[src/rtl/perf_window_monitor_if.sv]
// rtl/perf_window_monitor_if.sv - control, event and readout bundle for perf_window_monitor
interface perf_window_monitor_if #(
    parameter int CNT_W  = 32,
    parameter int NUM_EV = 4,
    parameter int PC_W   = 32,
    parameter int SEL_W  = $clog2(NUM_EV + 1)
);
    logic              start;
    logic              stop;
    logic [NUM_EV-1:0] ev_valid;
    logic [PC_W-1:0]   pc_in;
    logic [SEL_W-1:0]  rd_sel;
    logic [CNT_W-1:0]  rd_data;
    logic              busy;
    logic              done;
`ifdef PERF_PC_TRACE_EN
    logic [PC_W-1:0]   last_pc;
`endif

    modport master (
        output start, stop, ev_valid, pc_in, rd_sel,
        input  rd_data, busy, done
`ifdef PERF_PC_TRACE_EN
        , input last_pc
`endif
    );

    modport slave (
        input  start, stop, ev_valid, pc_in, rd_sel,
        output rd_data, busy, done
`ifdef PERF_PC_TRACE_EN
        , output last_pc
`endif
    );
endinterface

[src/rtl/perf_window_monitor.sv]
// rtl/perf_window_monitor.sv - cycle-window performance counter bank, optional PC trace via PERF_PC_TRACE_EN
module perf_window_monitor #(
    parameter int CNT_W  = 32,
    parameter int NUM_EV = 4,
    parameter int WINDOW = 1000,
    parameter int PC_W   = 32,
    parameter int SEL_W  = $clog2(NUM_EV + 1)
) (
    input  logic                  clk,
    input  logic                  rst,
    perf_window_monitor_if.slave  bus
);
    typedef enum logic [1:0] {S_IDLE, S_RUN, S_DONE} state_t;

    localparam logic [CNT_W-1:0] CNT_MAX = {CNT_W{1'b1}};
    localparam logic [CNT_W-1:0] WIN_CNT = CNT_W'(WINDOW);
    localparam bit               WIN_EN  = (WINDOW != 0);

    state_t           state;
    state_t           state_nxt;
    logic             clear;
    logic             count;
    logic             win_end;
    logic [CNT_W-1:0] cyc_cnt;
    logic [CNT_W-1:0] cyc_inc;
    logic [CNT_W-1:0] ev_cnt [NUM_EV];
    logic [CNT_W-1:0] rd_nxt;

    // Saturating increment: the window end compares against the value this edge will store.
    assign cyc_inc = (cyc_cnt == CNT_MAX) ? cyc_cnt : cyc_cnt + 1'b1;
    assign win_end = WIN_EN && (cyc_inc == WIN_CNT);

    always_ff @(posedge clk or negedge rst) begin
        if (!rst) begin
            state <= S_IDLE;
        end else begin
            state <= state_nxt;
        end
    end

    always_comb begin
        state_nxt = state;
        clear     = 1'b0;
        count     = 1'b0;
        case (state)
            S_IDLE: begin
                if (bus.start) begin
                    state_nxt = S_RUN;
                    clear     = 1'b1;
                end
            end
            S_RUN: begin
                count = 1'b1;
                if (bus.stop || win_end) begin
                    state_nxt = S_DONE;
                end
            end
            S_DONE: begin
                if (bus.start) begin
                    state_nxt = S_RUN;
                    clear     = 1'b1;
                end
            end
            default: begin
                state_nxt = S_IDLE;
            end
        endcase
    end

    always_ff @(posedge clk or negedge rst) begin
        if (!rst) begin
            cyc_cnt <= '0;
            for (int i = 0; i < NUM_EV; i++) begin
                ev_cnt[i] <= '0;
            end
        end else if (clear) begin
            cyc_cnt <= '0;
            for (int i = 0; i < NUM_EV; i++) begin
                ev_cnt[i] <= '0;
            end
        end else if (count) begin
            cyc_cnt <= cyc_inc;
            for (int i = 0; i < NUM_EV; i++) begin
                if (bus.ev_valid[i] && (ev_cnt[i] != CNT_MAX)) begin
                    ev_cnt[i] <= ev_cnt[i] + 1'b1;
                end
            end
        end
    end

    // Selector values past the cycle counter read as zero.
    always_comb begin
        rd_nxt = '0;
        for (int i = 0; i < NUM_EV; i++) begin
            if (bus.rd_sel == SEL_W'(i)) begin
                rd_nxt = ev_cnt[i];
            end
        end
        if (bus.rd_sel == SEL_W'(NUM_EV)) begin
            rd_nxt = cyc_cnt;
        end
    end

    always_ff @(posedge clk or negedge rst) begin
        if (!rst) begin
            bus.rd_data <= '0;
        end else begin
            bus.rd_data <= rd_nxt;
        end
    end

    assign bus.busy = (state == S_RUN);
    assign bus.done = (state == S_DONE);

`ifdef PERF_PC_TRACE_EN
    always_ff @(posedge clk or negedge rst) begin
        if (!rst) begin
            bus.last_pc <= '0;
        end else if (clear) begin
            bus.last_pc <= '0;
        end else if (count) begin
            bus.last_pc <= bus.pc_in;
        end
    end
`endif
endmodule

[src/flat_wrapper.sv]
// flat-port wrapper written by rule: the top's interface ports become plain ports
module perf_window_monitor_flat 
#(
    parameter int CNT_W  = 32,
    parameter int NUM_EV = 4,
    parameter int WINDOW = 1000,
    parameter int PC_W   = 32,
    parameter int SEL_W  = $clog2(NUM_EV + 1)
)
  (clk, rst, bus_start, bus_stop, bus_ev_valid, bus_pc_in, bus_rd_sel, bus_rd_data, bus_busy, bus_done);
  perf_window_monitor_if #(.CNT_W(CNT_W), .NUM_EV(NUM_EV), .PC_W(PC_W), .SEL_W(SEL_W)) bus_i ();
  input  logic clk;
  input  logic rst;
  input wire logic [$bits(bus_i.start)-1:0] bus_start;
  input wire logic [$bits(bus_i.stop)-1:0] bus_stop;
  input wire logic [$bits(bus_i.ev_valid)-1:0] bus_ev_valid;
  input wire logic [$bits(bus_i.pc_in)-1:0] bus_pc_in;
  input wire logic [$bits(bus_i.rd_sel)-1:0] bus_rd_sel;
  output wire logic [$bits(bus_i.rd_data)-1:0] bus_rd_data;
  output wire logic [$bits(bus_i.busy)-1:0] bus_busy;
  output wire logic [$bits(bus_i.done)-1:0] bus_done;
  assign bus_i.start = bus_start;
  assign bus_i.stop = bus_stop;
  assign bus_i.ev_valid = bus_ev_valid;
  assign bus_i.pc_in = bus_pc_in;
  assign bus_i.rd_sel = bus_rd_sel;
  assign bus_rd_data = bus_i.rd_data;
  assign bus_busy = bus_i.busy;
  assign bus_done = bus_i.done;
  perf_window_monitor #(.CNT_W(CNT_W), .NUM_EV(NUM_EV), .WINDOW(WINDOW), .PC_W(PC_W), .SEL_W(SEL_W)) u_core (.clk(clk), .rst(rst), .bus(bus_i));
endmodule
[config.mk]
export PLATFORM = sky130hd
export DESIGN_NAME = perf_window_monitor_flat
export DESIGN_NICKNAME = d
export VERILOG_FILES = /design/src/rtl/perf_window_monitor_if.sv /design/src/rtl/perf_window_monitor.sv /design/src/flat_wrapper.sv
export SDC_FILE = /design/constraint.sdc
export NUM_CORES = 1
export LEC_CHECK = 0
export ABC_AREA = 1
export CORE_ASPECT_RATIO = 0.8
export CORE_MARGIN = 2
export CORE_UTILIZATION = 50
export DETAILED_ROUTE_END_ITERATION = 10
export GPL_TIMING_DRIVEN = 1
export PLACE_DENSITY = 0.72
export SYNTH_ARGS = -nofsm -noshare
export SYNTH_HDL_FRONTEND = slang
export SYNTH_SLANG_ARGS = --single-unit
[constraint.sdc]
create_clock -name clk -period 5.5 [get_ports clk]
set_clock_uncertainty 0.1 [all_clocks]
set_input_delay 0.825 -clock clk [delete_from_list [all_inputs] [get_ports clk]]
set_output_delay 0.825 -clock clk [all_outputs]
set_load 0.01 [all_outputs]
# After elaboration in Yosys (flattened, before gate mapping)
# Cells that the tools add are included.
dict set report word_totals {
  regBits 194
  input_bits 43
}
dict set report op_classes {
  addsub 5
  n_eq_ne 14
  muxes 20
  n_reduce_logical 18
}
# op count
set op_table {}
lappend op_table {{2-to-1 mux 32 bit} 12}
lappend op_table {{2-to-1 mux 128 bit} 2}
lappend op_table {{adder 32 x 1 -> 32 bit (second input constant)} 5}
lappend op_table {{inequality test 32 bit (second input constant)} 4}
lappend op_table {{== test 32 x 10 -> 1 bit (second input constant)} 1}
lappend op_table {{== test 32 bit (second input constant)} 1}
lappend op_table {{AND reduction 2 bit} 5}
lappend op_table {{nonzero test 2 bit} 5}
lappend op_table {{== test 3 x 2 -> 1 bit (second input constant)} 2}
lappend op_table {{logical AND 1 bit} 4}
lappend op_table {{2-to-1 mux 2 bit} 2}
lappend op_table {{inequality test 2 x 1 -> 1 bit (second input constant)} 2}
lappend op_table {{case mux 2 bit (2 select lines)} 1}
lappend op_table {{== test 3 x 1 -> 1 bit (second input constant)} 1}
lappend op_table {{== test 3 bit (second input constant)} 1}
lappend op_table {{zero test 3 bit} 1}
lappend op_table {{2-to-1 mux 1 bit} 3}
lappend op_table {{== test 2 x 1 -> 1 bit (second input constant)} 1}
lappend op_table {{== test 2 bit (second input constant)} 1}
lappend op_table {{zero test 2 bit} 1}
lappend op_table {{OR reduction 2 bit} 1}
lappend op_table {{logical OR 1 bit} 1}

# Logic depth before layout (Yosys ltp)
# Gate-level depths: netlist (run 1).
dict set report logic_depth {
  word_depth 6
  depth_mapped 16
  depth_no_buf 16
}

# Least setup slack after synthesis (run 1)
# OpenSTA, ideal clock, no wires.
dict set report synth_timing {
  path_kind {register to register}
  from {reg u_core.cyc_cnt[0]}
  to {reg u_core.state[0]}
  setup_ns 0.130
  t_arrival_ns 1.937
  required_time_ns 5.270
  path_slack_ns 3.333
  stages_incl_launch_ff 16
  n_path_buf 1
  synth_period_minus_slack_ns 2.167
  cell_sequence {dfrtp_1 > ha_1 > inv_2 > nor2_4 > nand2_2 > nor2_8 > nand2_4 > buf_6 > nand2_2 > nand2_1 > nor2_1 > nand2_1 > nor2_1 > nand3_1 > nand3_1 > nand2_1}
}
dict set report synth_between {
  elab_chain_len 6
}
# item line_no
set synth_rtl {}
lappend synth_rtl {{start: declaration} perf_window_monitor.sv:24} ;# logic [CNT_W-1:0] cyc_cnt;
lappend synth_rtl {{start signal: assignment} perf_window_monitor.sv:82} ;# cyc_cnt <= cyc_inc;
lappend synth_rtl {{adder 32 x 1 -> 32 bit / == test 32 bit (equally long branches)} perf_window_monitor.sv:30} ;# assign cyc_inc = (cyc_cnt == CNT_MAX) ? cyc_cnt : cyc_cnt + 1'b1;
lappend synth_rtl {{2-to-1 mux 32 bit *} perf_window_monitor.sv:30}
lappend synth_rtl {{== test 32 x 10 -> 1 bit *} perf_window_monitor.sv:31} ;# assign win_end = WIN_EN && (cyc_inc == WIN_CNT);
lappend synth_rtl {{logical OR 1 bit *} perf_window_monitor.sv:54} ;# if (bus.stop || win_end) begin
lappend synth_rtl {{inequality test 2 x 1 -> 1 bit (no line) *} --}
lappend synth_rtl {{AND reduction 2 bit (no line) *} --}
lappend synth_rtl {{end signal: assignment} perf_window_monitor.sv:37} ;# state <= state_nxt;
lappend synth_rtl {{end: declaration} perf_window_monitor.sv:19} ;# state_t state;
# Every way passes the cells marked *; elsewhere a longest branch is shown, timed or not.
# A chain may end at the register's enable or synchronous reset.

# Worst setup path in the final report (run 1)
dict set report layout_timing {
  from {reg u_core.ev_cnt[33] (netlist name)}
  to {reg u_core.ev_cnt[61] (netlist name)}
}
dict set report layout_between {
  elab_chain_len 4
}
# item line_no
set layout_rtl {}
lappend layout_rtl {{start: declaration} perf_window_monitor.sv:26} ;# logic [CNT_W-1:0] ev_cnt [NUM_EV];
lappend layout_rtl {{start signal: indexed assignment} perf_window_monitor.sv:85} ;# ev_cnt[i] <= ev_cnt[i] + 1'b1;
lappend layout_rtl {{adder 32 x 1 -> 32 bit / inequality test 32 bit (equally long branches)} {perf_window_monitor.sv:85, perf_window_monitor.sv:84}}
lappend layout_rtl {{2-to-1 mux 32 bit / logical AND 1 bit (equally long branches)} perf_window_monitor.sv:84} ;# if (bus.ev_valid[i] && (ev_cnt[i] != CNT_MAX)) begin
lappend layout_rtl {{2-to-1 mux 128 bit / nonzero test 2 bit (equally long branches)} --}
lappend layout_rtl {{2-to-1 mux 128 bit / AND reduction 2 bit (equally long branches)} --}
# Several ways; a longest one is shown, not always the timed one. The select of a mux whose other input is x is not followed.

==> impl_metrics.csv, run 1 <==
group,metric,value,unit
yosys,yosysUniqueCellTypes,42,
global_routing,grt_pass1_vias,10900,
route,drt-pass1-iter-count,7,
yosys,yosysTopAreaCellShare,40.3,%
die,ioPinCount,77,
sta,slew_headroom,37.6,%
global_routing,grt_antenna_before_repair,0,
route,drc,0,
yosys,synth_nets,1765,
die,dieArea,0.0254,sq mm
clock_network,h-tree-depth,4,
yosys,synthCells,1717,
yosys,synth-seq-cells,194,
power,irDropWorstVdd,0.204,mV
yosys,ys_seq_area_share,40.3,%
clock_network,clockBufferDepth,2,
power,leakage,5.31,nW
clock_network,cts_made_buffers,17,
placement,dpl_worst_slack,2170,ps
critical_path,start_kind,"flop",
die,placementRows,50,
clock_network,clock-root-buffer,"clkbuf_16",
clock_network,cts_hold_buf,0,
sta,fmax,289,MHz
hold_path,hp-class,"in -> async",
critical_path,worstSetupEndpointType,"flop",
die,initial_core_util,51.3,%
route,routed_wl,38900,microns
sta,worstMarginPinSlew,934,ps
yosys,synthTopCellsByArea,"dfrtp_1 40%, nand2_1 14%, inv_1 6.0%, nand3_1 5.6%, nor2_1 5.3%",
flow_run,drv_cap,0,
power,powerDensity,270,mW/mm^2
critical_path,reg2reg_depth,11,
cells_and_area,insertedDiodeCount,0,
global_routing,grt_pass1_wl,60700,microns
sta,period_share,62.9,%
clock_network,worstSkewPairLatency,460,ps
global_routing,overflow,0,
global_routing,groute.usage.overall,31.4,%
critical_path,crit_chain,"ha_1 > nand3_2 > nor2_2 > nand2_1 > nor4_2 > nand3b_1 > nand2_2 > nand2_2 > inv_2 > nand2_1 > o31ai_1",
clock_network,clock-sinks,194,
cells_and_area,stdcell_area,0.0133,sq mm
die,core,0.0235,sq mm
critical_path,rrSetupSlack,2040,ps
placement,portBuffers,44,
die,die_w,178,microns
critical_path,cp.arrival,3700,ps
critical_path,cp.required,5730,ps
global_routing,grt_max_degree,107,
sta,layout_setup_ws,2040,ps
clock_network,clk_pin_slew,70,ps
critical_path,path_delay_family,"simple AND/OR/NAND/NOR gates",
sta,finalSetupViolations,0,
yosys,async_flop_share,100,%
yosys,synth_area,0.0121,sq mm
sta,post-route-min-period,3460,ps
yosys,yosys.area.top_type,"dfrtp_1",
route,wire_per_inst,18.8,microns
critical_path,crit_fanout,27,
critical_path,slowest_delay,550,ps
run_status,status,"finished clean",
cells_and_area,post-route-util,56.7,%
route,antenna_left,0,
sta,hold_viol,0,
cells_and_area,syn_to_final_growth,10.5,%
sta,final.setup.tns,0,ps
placement,routabilityCongestion,1.01,
cells_and_area,layout-drive-gt1-share,5.59,%
yosys,synthFlopType,"dfrtp_1",
critical_path,r2r-start,"u_core.ev_cnt[33]$_DFFE_PN0P_",
clock_network,postCtsSetupBuffers,0,
clock_network,ctsResizeCount,0,
yosys,ys_warn_count,0,
critical_path,worstReg2RegEnd,"u_core.ev_cnt[61]$_DFFE_PN0P_",
route,vias,12200,
sta,rsz0062_at_grt,"no",
yosys,yosysMostFrequentCell,"nand2_1",
placement,hpwl,28900,microns
yosys,avgSynthCellArea,7.02,sq um
critical_path,critPathBufInv,1,
critical_path,worstSetupPathType,"reg -> reg",
yosys,synth.top_cells.by_count,"447 x nand2_1, 194 x dfrtp_1, 193 x inv_1",
sta,slew_viol_final,0,
clock_network,cts_tree,"yes",
route,drtIter0Drc,1693,
placement,post_dp_cell_area,0.0128,sq mm
route,avgViaCountPerCell,5.91,
critical_path,crit_path_top_delay_cell,"nand2_2",
die,die_h,143,microns
yosys,synth_edf_count,0,
cells_and_area,fin_nets,1788,
state kept, by name, summed over array words and instances, names as in the netlist:
name,count
u_core.ev_cnt,128
u_core.bus.rd_data,32
u_core.cyc_cnt,32
u_core.state,2
stage by stage:
| stage | power, W | hold slack [ps] | instances |
|---|---|---|---|
| 6_report | 0.00360 | 342 | 2065 |
| 5_1_grt | 0.00375 | 462 | 2065 |
| 4_1_cts | 0.00360 | 428 | 2065 |
| 3_5_place_dp | 0.00236 | 417 | 2033 |
| 3_3_place_gp | 0.00234 | 408 | 2033 |
| 2_1_floorplan | 0.00211 | 365 | 1717 |
per-layer routing:
metal / share of wire [%] / vias to the layer above / track usage [%] / wire (microns)
met5: 0 / - / 0 / 0
met4: 2.1 / 0 / 7.98 / 806
met3: 11 / 54 / 8.04 / 4260
met2: 41 / 653 / 43.6 / 15900
met1: 46 / 5740 / 48.1 / 18000
li1: - / 5749 / - / -
worst reg2reg max path: cells and delay by family, from the launching register on:
kind | cells | cell delay [ps]
fa+ha+maj | 1 | 220
flops | 1 | 420
buf+inv | 1 | 490
simple gates | 8 | 2000
compound gates | 1 | 110
layout make-up:
class,count,area [sq um]
clock buffer,17,425
clock inverter,15,145
multi-input combinational,1269,6230
inverter,203,762
timing repair buffer,55,527
tap,312,390
sequential,194,4850
fill,2256,10200
how the worst max path moves through the flow:
stage | endpoint | from | slack [ps] | cells past startpoint
floorplan | u_core.state[0]$_DFFE_PN0P_ | u_core.cyc_cnt[0]$_DFFE_PN0P_ | 3330 | 15
detailed placement | u_core.ev_cnt[61]$_DFFE_PN0P_ | u_core.ev_cnt[32]$_DFFE_PN0P_ | 2170 | 11
finish | u_core.ev_cnt[61]$_DFFE_PN0P_ | u_core.ev_cnt[33]$_DFFE_PN0P_ | 2040 | 11
CTS | u_core.ev_cnt[61]$_DFFE_PN0P_ | u_core.ev_cnt[33]$_DFFE_PN0P_ | 2150 | 11
global placement | u_core.ev_cnt[44]$_DFFE_PN0P_ | u_core.ev_cnt[32]$_DFFE_PN0P_ | 2330 | 11
global route | u_core.ev_cnt[61]$_DFFE_PN0P_ | u_core.ev_cnt[33]$_DFFE_PN0P_ | 1850 | 11
cells by family after synthesis:
kind of cell	Yosys count	share of synthesized area [%]
DFF	194	40.3
buffers and inverters	254	8.26
adders and majority gates	5	0.519
xor gates and xnor gates	47	3.41
and+or+nand+nor	963	35.7
AOI/OAI and AO/OA	254	11.8
placed cells by master (no fill, tap or decap), types with 2 or more instances in the layout:
cell,synthesis,routed
nand4_1,50,50
a21oi_1,68,68
nand3_1,135,135
clkinvlp_4,0,2
nor4_1,21,21
clkbuf_16,0,17
ha_1,5,5
nor3b_1,10,10
o21a_1,5,5
nand3b_1,2,2
nor2_1,169,166
o21ai_0,77,77
a22oi_1,2,2
inv_6,0,7
clkinv_2,0,2
o31ai_1,31,31
nand2_2,11,11
nor2_2,12,14
inv_1,193,193
inv_2,10,10
clkdlybuf4s50_1,0,43
and3_1,2,2
buf_4,2,11
clkinv_4,0,2
nor3_2,4,5
xor2_1,43,43
a211oi_1,3,3
nand2_4,4,4
o22ai_1,37,37
nor3_1,85,84
nand2_1,447,447
o21ai_1,29,29
dfrtp_1,194,194
nand3_2,3,3
xnor2_1,4,4
nor2_4,2,3
power breakdown:
group | total [W] | internal [W] | leakage (nW) | switching [W]
logic | 0.000671 | 0.000181 | 2.35 | 0.000491
registers | 0.00168 | 0.00154 | 2.68 | 0.000137
clock network | 0.00125 | 0.000637 | 0.278 | 0.000609
Power figures use the tool's default switching activity.
==> run 2: changes to the inputs <==
Clock period 5.5 ns to 3.3 ns, I/O delays scaled along.
==> run 2 against run 1 <==
Compared with the run above: fmax rose by 16%; final cell count grew 0.34%; setup slack got worse by 1700 ps; sequential power is 67% higher; clock power increased by 63%; total power increased by 66%; sequential share of layout area decreased by 0.23 points; register-to-register slack worse by 1700 ps; utilization up 0.36 points; critical path type unchanged; critical endpoint is now u_core.ev_cnt[45]$_DFFE_PN0P_; largest cell class unchanged.
==> impl_metrics.csv, run 2 (same netlist as run 1, synthesis figures left out) <==
group,metric,value,unit
run_status,status,"finished clean",
clock_network,clockBufferDepth,2,
sta,fmax,335,MHz
clock_network,cts_tree,"yes",
critical_path,slowest_delay,440,ps
clock_network,clk_pin_slew,80,ps
sta,hold_viol,0,
global_routing,overflow,0,
route,antenna_left,0,
cells_and_area,layout_commonest_cell,"nand2_1",
critical_path,crit_fanout,26,
cells_and_area,top_regs,"u_core.ev_cnt (128), u_core.bus.rd_data (32), u_core.cyc_cnt (32)",
cells_and_area,final-seq-area,0.00485,sq mm
sta,layout_setup_ws,318,ps
hold_path,hp-class,"in -> async",
sta,worstMarginPinSlew,781,ps
die,placementRows,50,
sta,slew_viol_final,0,
critical_path,cp.required,3540,ps
route,avgViaCountPerCell,5.82,
cells_and_area,insertedDiodeCount,0,
cells_and_area,final_cell_mix,"447 x nand2_1, 194 x dfrtp_1, 193 x inv_1, 166 x nor2_1, 135 x nand3_1",
cells_and_area,syn_to_final_growth,11.2,%
critical_path,crit_chain,"ha_1 > nand3_2 > nor2_2 > nand2_1 > nor4_2 > nand3b_1 > nand2_2 > nand2_2 > inv_2 > nand2_1 > o31ai_1",
global_routing,grt_pass1_wl,61500,microns
route,drtIter0Drc,1619,
global_routing,groute.usage.overall,31.7,%
placement,routabilityCongestion,1.01,
clock_network,clock-root-buffer,"clkbuf_16",
die,die_h,143,microns
sta,rsz0062_at_grt,"no",
sta,finalSetupViolations,0,
cells_and_area,fill_cells,2310,
sta,final.setup.tns,0,ps
sta,post-route-min-period,2980,ps
cells_and_area,largest_reg_flops,128,
global_routing,grt_pass1_vias,11100,
route,routed_wl,39200,microns
clock_network,clock-sinks,194,
placement,dpl_worst_slack,479,ps
critical_path,worstSetupPathType,"reg -> reg",
route,drt-pass1-iter-count,6,
placement,portBuffers,44,
route,drc,0,
die,initial_core_util,51.3,%
sta,period_share,90.4,%
die,dieArea,0.0254,sq mm
critical_path,cp.arrival,3220,ps
sta,slew_headroom,48.0,%
critical_path,start_kind,"flop",
route,vias,12100,
cells_and_area,layout-drive-gt1-share,5.91,%
global_routing,grt_antenna_before_repair,1,
critical_path,path_delay_family,"simple AND/OR/NAND/NOR gates",
die,ioPinCount,77,
cells_and_area,largest-register,"u_core.ev_cnt",
critical_path,worstSetupEndpointType,"flop",
clock_network,ctsResizeCount,0,
clock_network,h-tree-depth,4,
cells_and_area,fin_nets,1797,
route,wl_met3,3900,microns
power,powerDensity,445,mW/mm^2
power,leakage,5.35,nW
route,routed.top_layer,"met4",
global_routing,grt_max_degree,91,
power,irDropWorstVdd,0.371,mV
clock_network,worstSkewPairLatency,450,ps
route,wl_met1,18800,microns
route,wire_per_inst,18.9,microns
die,core,0.0235,sq mm
die,die_w,178,microns
clock_network,cts_made_buffers,17,
flow_run,drv_cap,0,
route,wl_met2,15800,microns
cells_and_area,multiInputGateArea,0.00623,sq mm
critical_path,critPathBufInv,1,
critical_path,crit_path_top_delay_cell,"inv_2",
placement,hpwl,29600,microns
-- run 2: changes by cell type in the layout (fill, tap and decap cells not counted), sizes merged --
cell	change
buf	+8
clkbuf	+2
clkinv	+1
clkinvlp	+1
dlygate4sd3	+1
inv	-6
-- run 2: final timing paths --
path / start / to / slack, ps / cells past startpoint
worst max-delay path: u_core.ev_cnt[32]$_DFFE_PN0P_ / u_core.ev_cnt[45]$_DFFE_PN0P_ / 320 / 11
worst min-delay path: rst / u_core.ev_cnt[122]$_DFFE_PN0P_ / 420 / 2
worst max register to register: u_core.ev_cnt[32]$_DFFE_PN0P_ / u_core.ev_cnt[45]$_DFFE_PN0P_ / 320 / 11
worst min register to register: u_core.ev_cnt[47]$_DFFE_PN0P_ / u_core.ev_cnt[47]$_DFFE_PN0P_ / 440 / 2
max in group asynchronous: rst / u_core.ev_cnt[22]$_DFFE_PN0P_ / 1870 / 3
min in group clk: u_core.ev_cnt[47]$_DFFE_PN0P_ / u_core.ev_cnt[47]$_DFFE_PN0P_ / 440 / 2
-- run 2: layer usage --
metal | global-route usage [%] | vias to the layer above
met2 | 43.5 | 562
li1 | - | 5767
met1 | 49.4 | 5684
met4 | 7.89 | 0
met3 | 7.64 | 55
met5 | 1.39 | -
-- run 2: timing repair --
item / CTS / global route
hold endpoints to repair: 35 / 0
hold buffers: 1 / 0
setup buffers: 0 / 0
-- run 2: cell type report --
class / instances / share of cell area [%]
clock inverter: 11 / 0.793
clock buffer: 19 / 3.38
timing repair buffer: 64 / 4.64
multi-input combinational: 1269 / 46.4
sequential: 194 / 36.2
inverter: 203 / 5.68
tap: 312 / 2.91
-- run 2: power breakdown --
group | total (W) | switching, W | internal [W]
clock network | 0.00204 | 0.000959 | 0.00108
registers | 0.00280 | 0.000228 | 0.00257
logic | 0.00113 | 0.000810 | 0.000322
-- run 2: through the flow --
stage          cells  total power (W)  area (sq um)  utilization [%]  hold WS, ps
2_1_floorplan   1717          0.00351         12100                -         99.4
3_3_place_gp    2041          0.00391         12800             54.6          337
3_5_place_dp    2041          0.00395         12800             54.6          339
4_1_cts         2072          0.00597         13400             57.0          426
5_1_grt         2072          0.00625         13400             57.0          447
6_report        2072          0.00597         13400             57.0          421
==> run 3: changes to the inputs <==
Settings changed: CORE_ASPECT_RATIO 0.8 to 2.
==> run 3 against run 2 <==
Compared with the run above: sequential power barely moved; combinational power hardly changed; routed wire length grew 11%; sequential share of layout area is 0.51 points lower; flip-flop and latch count unchanged; clock power grew 18%; critical path depth unchanged; utilization up 0.090 points; fmax down 0.41%.
==> impl_metrics.csv, run 3 (same netlist as run 1, synthesis figures left out) <==
group,metric,value,unit
cells_and_area,syn_to_final_growth,12.8,%
cells_and_area,fill_cells,2350,
cells_and_area,layout-drive-gt1-share,6.71,%
sta,period_share,90.7,%
cells_and_area,final_cell_mix,"447 x nand2_1, 194 x dfrtp_1, 193 x inv_1, 166 x nor2_1, 135 x nand3_1",
clock_network,clock-sinks,194,
die,core,0.0238,sq mm
sta,hold_viol,0,
global_routing,grt_max_degree,78,
cells_and_area,largest-register,"u_core.ev_cnt",
die,initial_core_util,50.6,%
critical_path,worstSetupEndpointType,"flop",
route,routed_wl,43600,microns
run_status,status,"finished clean",
clock_network,clock-root-buffer,"clkbuf_16",
die,dieArea,0.0255,sq mm
clock_network,worstSkewPairLatency,460,ps
route,drt-pass1-iter-count,5,
global_routing,groute.usage.overall,35.4,%
sta,post-route-min-period,2990,ps
global_routing,grt_pass1_wl,67600,microns
clock_network,cts_made_buffers,17,
cells_and_area,layout_commonest_cell,"nand2_1",
cells_and_area,insertedDiodeCount,0,
sta,rsz0062_at_grt,"no",
clock_network,clockBufferDepth,2,
flow_run,drv_cap,0,
sta,fmax,334,MHz
critical_path,cp.arrival,3240,ps
critical_path,cp.required,3550,ps
global_routing,grt_antenna_before_repair,0,
placement,routabilityCongestion,1.06,
die,die_h,224,microns
sta,worstMarginPinSlew,973,ps
power,powerDensity,467,mW/mm^2
global_routing,grt_pass1_vias,12600,
cells_and_area,largest_reg_flops,128,
route,vias,12300,
cells_and_area,fin_nets,1809,
placement,dpl_worst_slack,371,ps
cells_and_area,multiInputGateArea,0.00623,sq mm
critical_path,worstSetupPathType,"reg -> reg",
die,die_w,114,microns
sta,layout_setup_ws,306,ps
sta,finalSetupViolations,0,
critical_path,crit_fanout,26,
sta,final.setup.tns,0,ps
route,drc,0,
power,irDropWorstVdd,0.348,mV
global_routing,overflow,0,
sta,slew_viol_final,0,
placement,hpwl,33400,microns
route,wire_per_inst,21.2,microns
clock_network,h-tree-depth,4,
clock_network,clk_pin_slew,70,ps
route,antenna_left,0,
route,drtIter0Drc,953,
hold_path,hp-class,"reg -> reg",
critical_path,rrSetupSlack,310,ps
clock_network,cts_tree,"yes",
route,avgViaCountPerCell,5.96,
cells_and_area,top_regs,"u_core.ev_cnt (128), u_core.bus.rd_data (32), u_core.cyc_cnt (32)",
die,placementRows,80,
power,leakage,5.48,nW
sta,slew_headroom,34.5,%
critical_path,start_kind,"flop",
placement,portBuffers,44,
cells_and_area,final-seq-area,0.00485,sq mm
die,ioPinCount,77,
==> run 3: path summary, 6_finish.rpt <==
kind | from | to | cells after the start
min in group asynchronous | rst | u_core.ev_cnt[68]$_DFFE_PN0P_ | 2
setup / recovery | u_core.ev_cnt[32]$_DFFE_PN0P_ | u_core.ev_cnt[60]$_DFFE_PN0P_ | 11
hold reg to reg | u_core.ev_cnt[2]$_DFFE_PN0P_ | u_core.bus.rd_data[2]$_DFF_PN0_ | 2
hold / removal | u_core.ev_cnt[2]$_DFFE_PN0P_ | u_core.bus.rd_data[2]$_DFF_PN0_ | 2
max in group asynchronous | rst | u_core.ev_cnt[27]$_DFFE_PN0P_ | 3
setup reg to reg | u_core.ev_cnt[32]$_DFFE_PN0P_ | u_core.ev_cnt[60]$_DFFE_PN0P_ | 11
==> run 3: through the flow <==
| step | instance area [sq um] | instances | utilization, % | total power, W | hold slack (ps) |
|---|---|---|---|---|---|
| 2_1_floorplan | 12100 | 1717 | - | 0.00351 | 99.4 |
| 3_3_place_gp | 12900 | 2028 | 54.2 | 0.00394 | 385 |
| 3_5_place_dp | 12900 | 2028 | 54.2 | 0.00398 | 400 |
| 4_1_cts | 13600 | 2061 | 57.1 | 0.00637 | 415 |
| 5_1_grt | 13600 | 2061 | 57.1 | 0.00661 | 437 |
| 6_report | 13600 | 2061 | 57.1 | 0.00636 | 406 |
==> run 3: timing repair <==
action,in CTS,in global routing
setup buffers,0,0
hold buffers,1,0
hold endpoints to repair,25,0
gates resized for setup,0,1
setup endpoints to repair,0,2
==> run 3: power by group <==
part / switching, W / total (W) / internal (W)
Combinational: 0.000822 / 0.00116 / 0.000337
Clock: 0.000977 / 0.00241 / 0.00143
Sequential: 0.000216 / 0.00279 / 0.00257
==> run 3: area by class of cell <==
class	count	area share (%)
sequential	194	35.7
tap	287	2.64
clock inverter	11	1.45
clock buffer	21	3.53
inverter	203	5.60
multi-input combinational	1269	45.8
timing repair buffer	76	5.32
==> run 3: metal layers <==
metal | GRT usage [%] | routed length, microns
met5 | 0 | 0
met4 | 32.6 | 4820
met3 | 4.71 | 1620
met2 | 64.2 | 23000
met1 | 33.5 | 14200
==> run 3: worst max-delay path, stage by stage (launching register included) <==
cell      delay [ps]
dfrtp_1          430
ha_1             240
nand3_2          240
nor2_2           310
nand2_1          230
nor4_2           180
nand3b_1         310
nand2_2          170
nand2_2           60
inv_2            390
nand2_1          100
o31ai_1          100
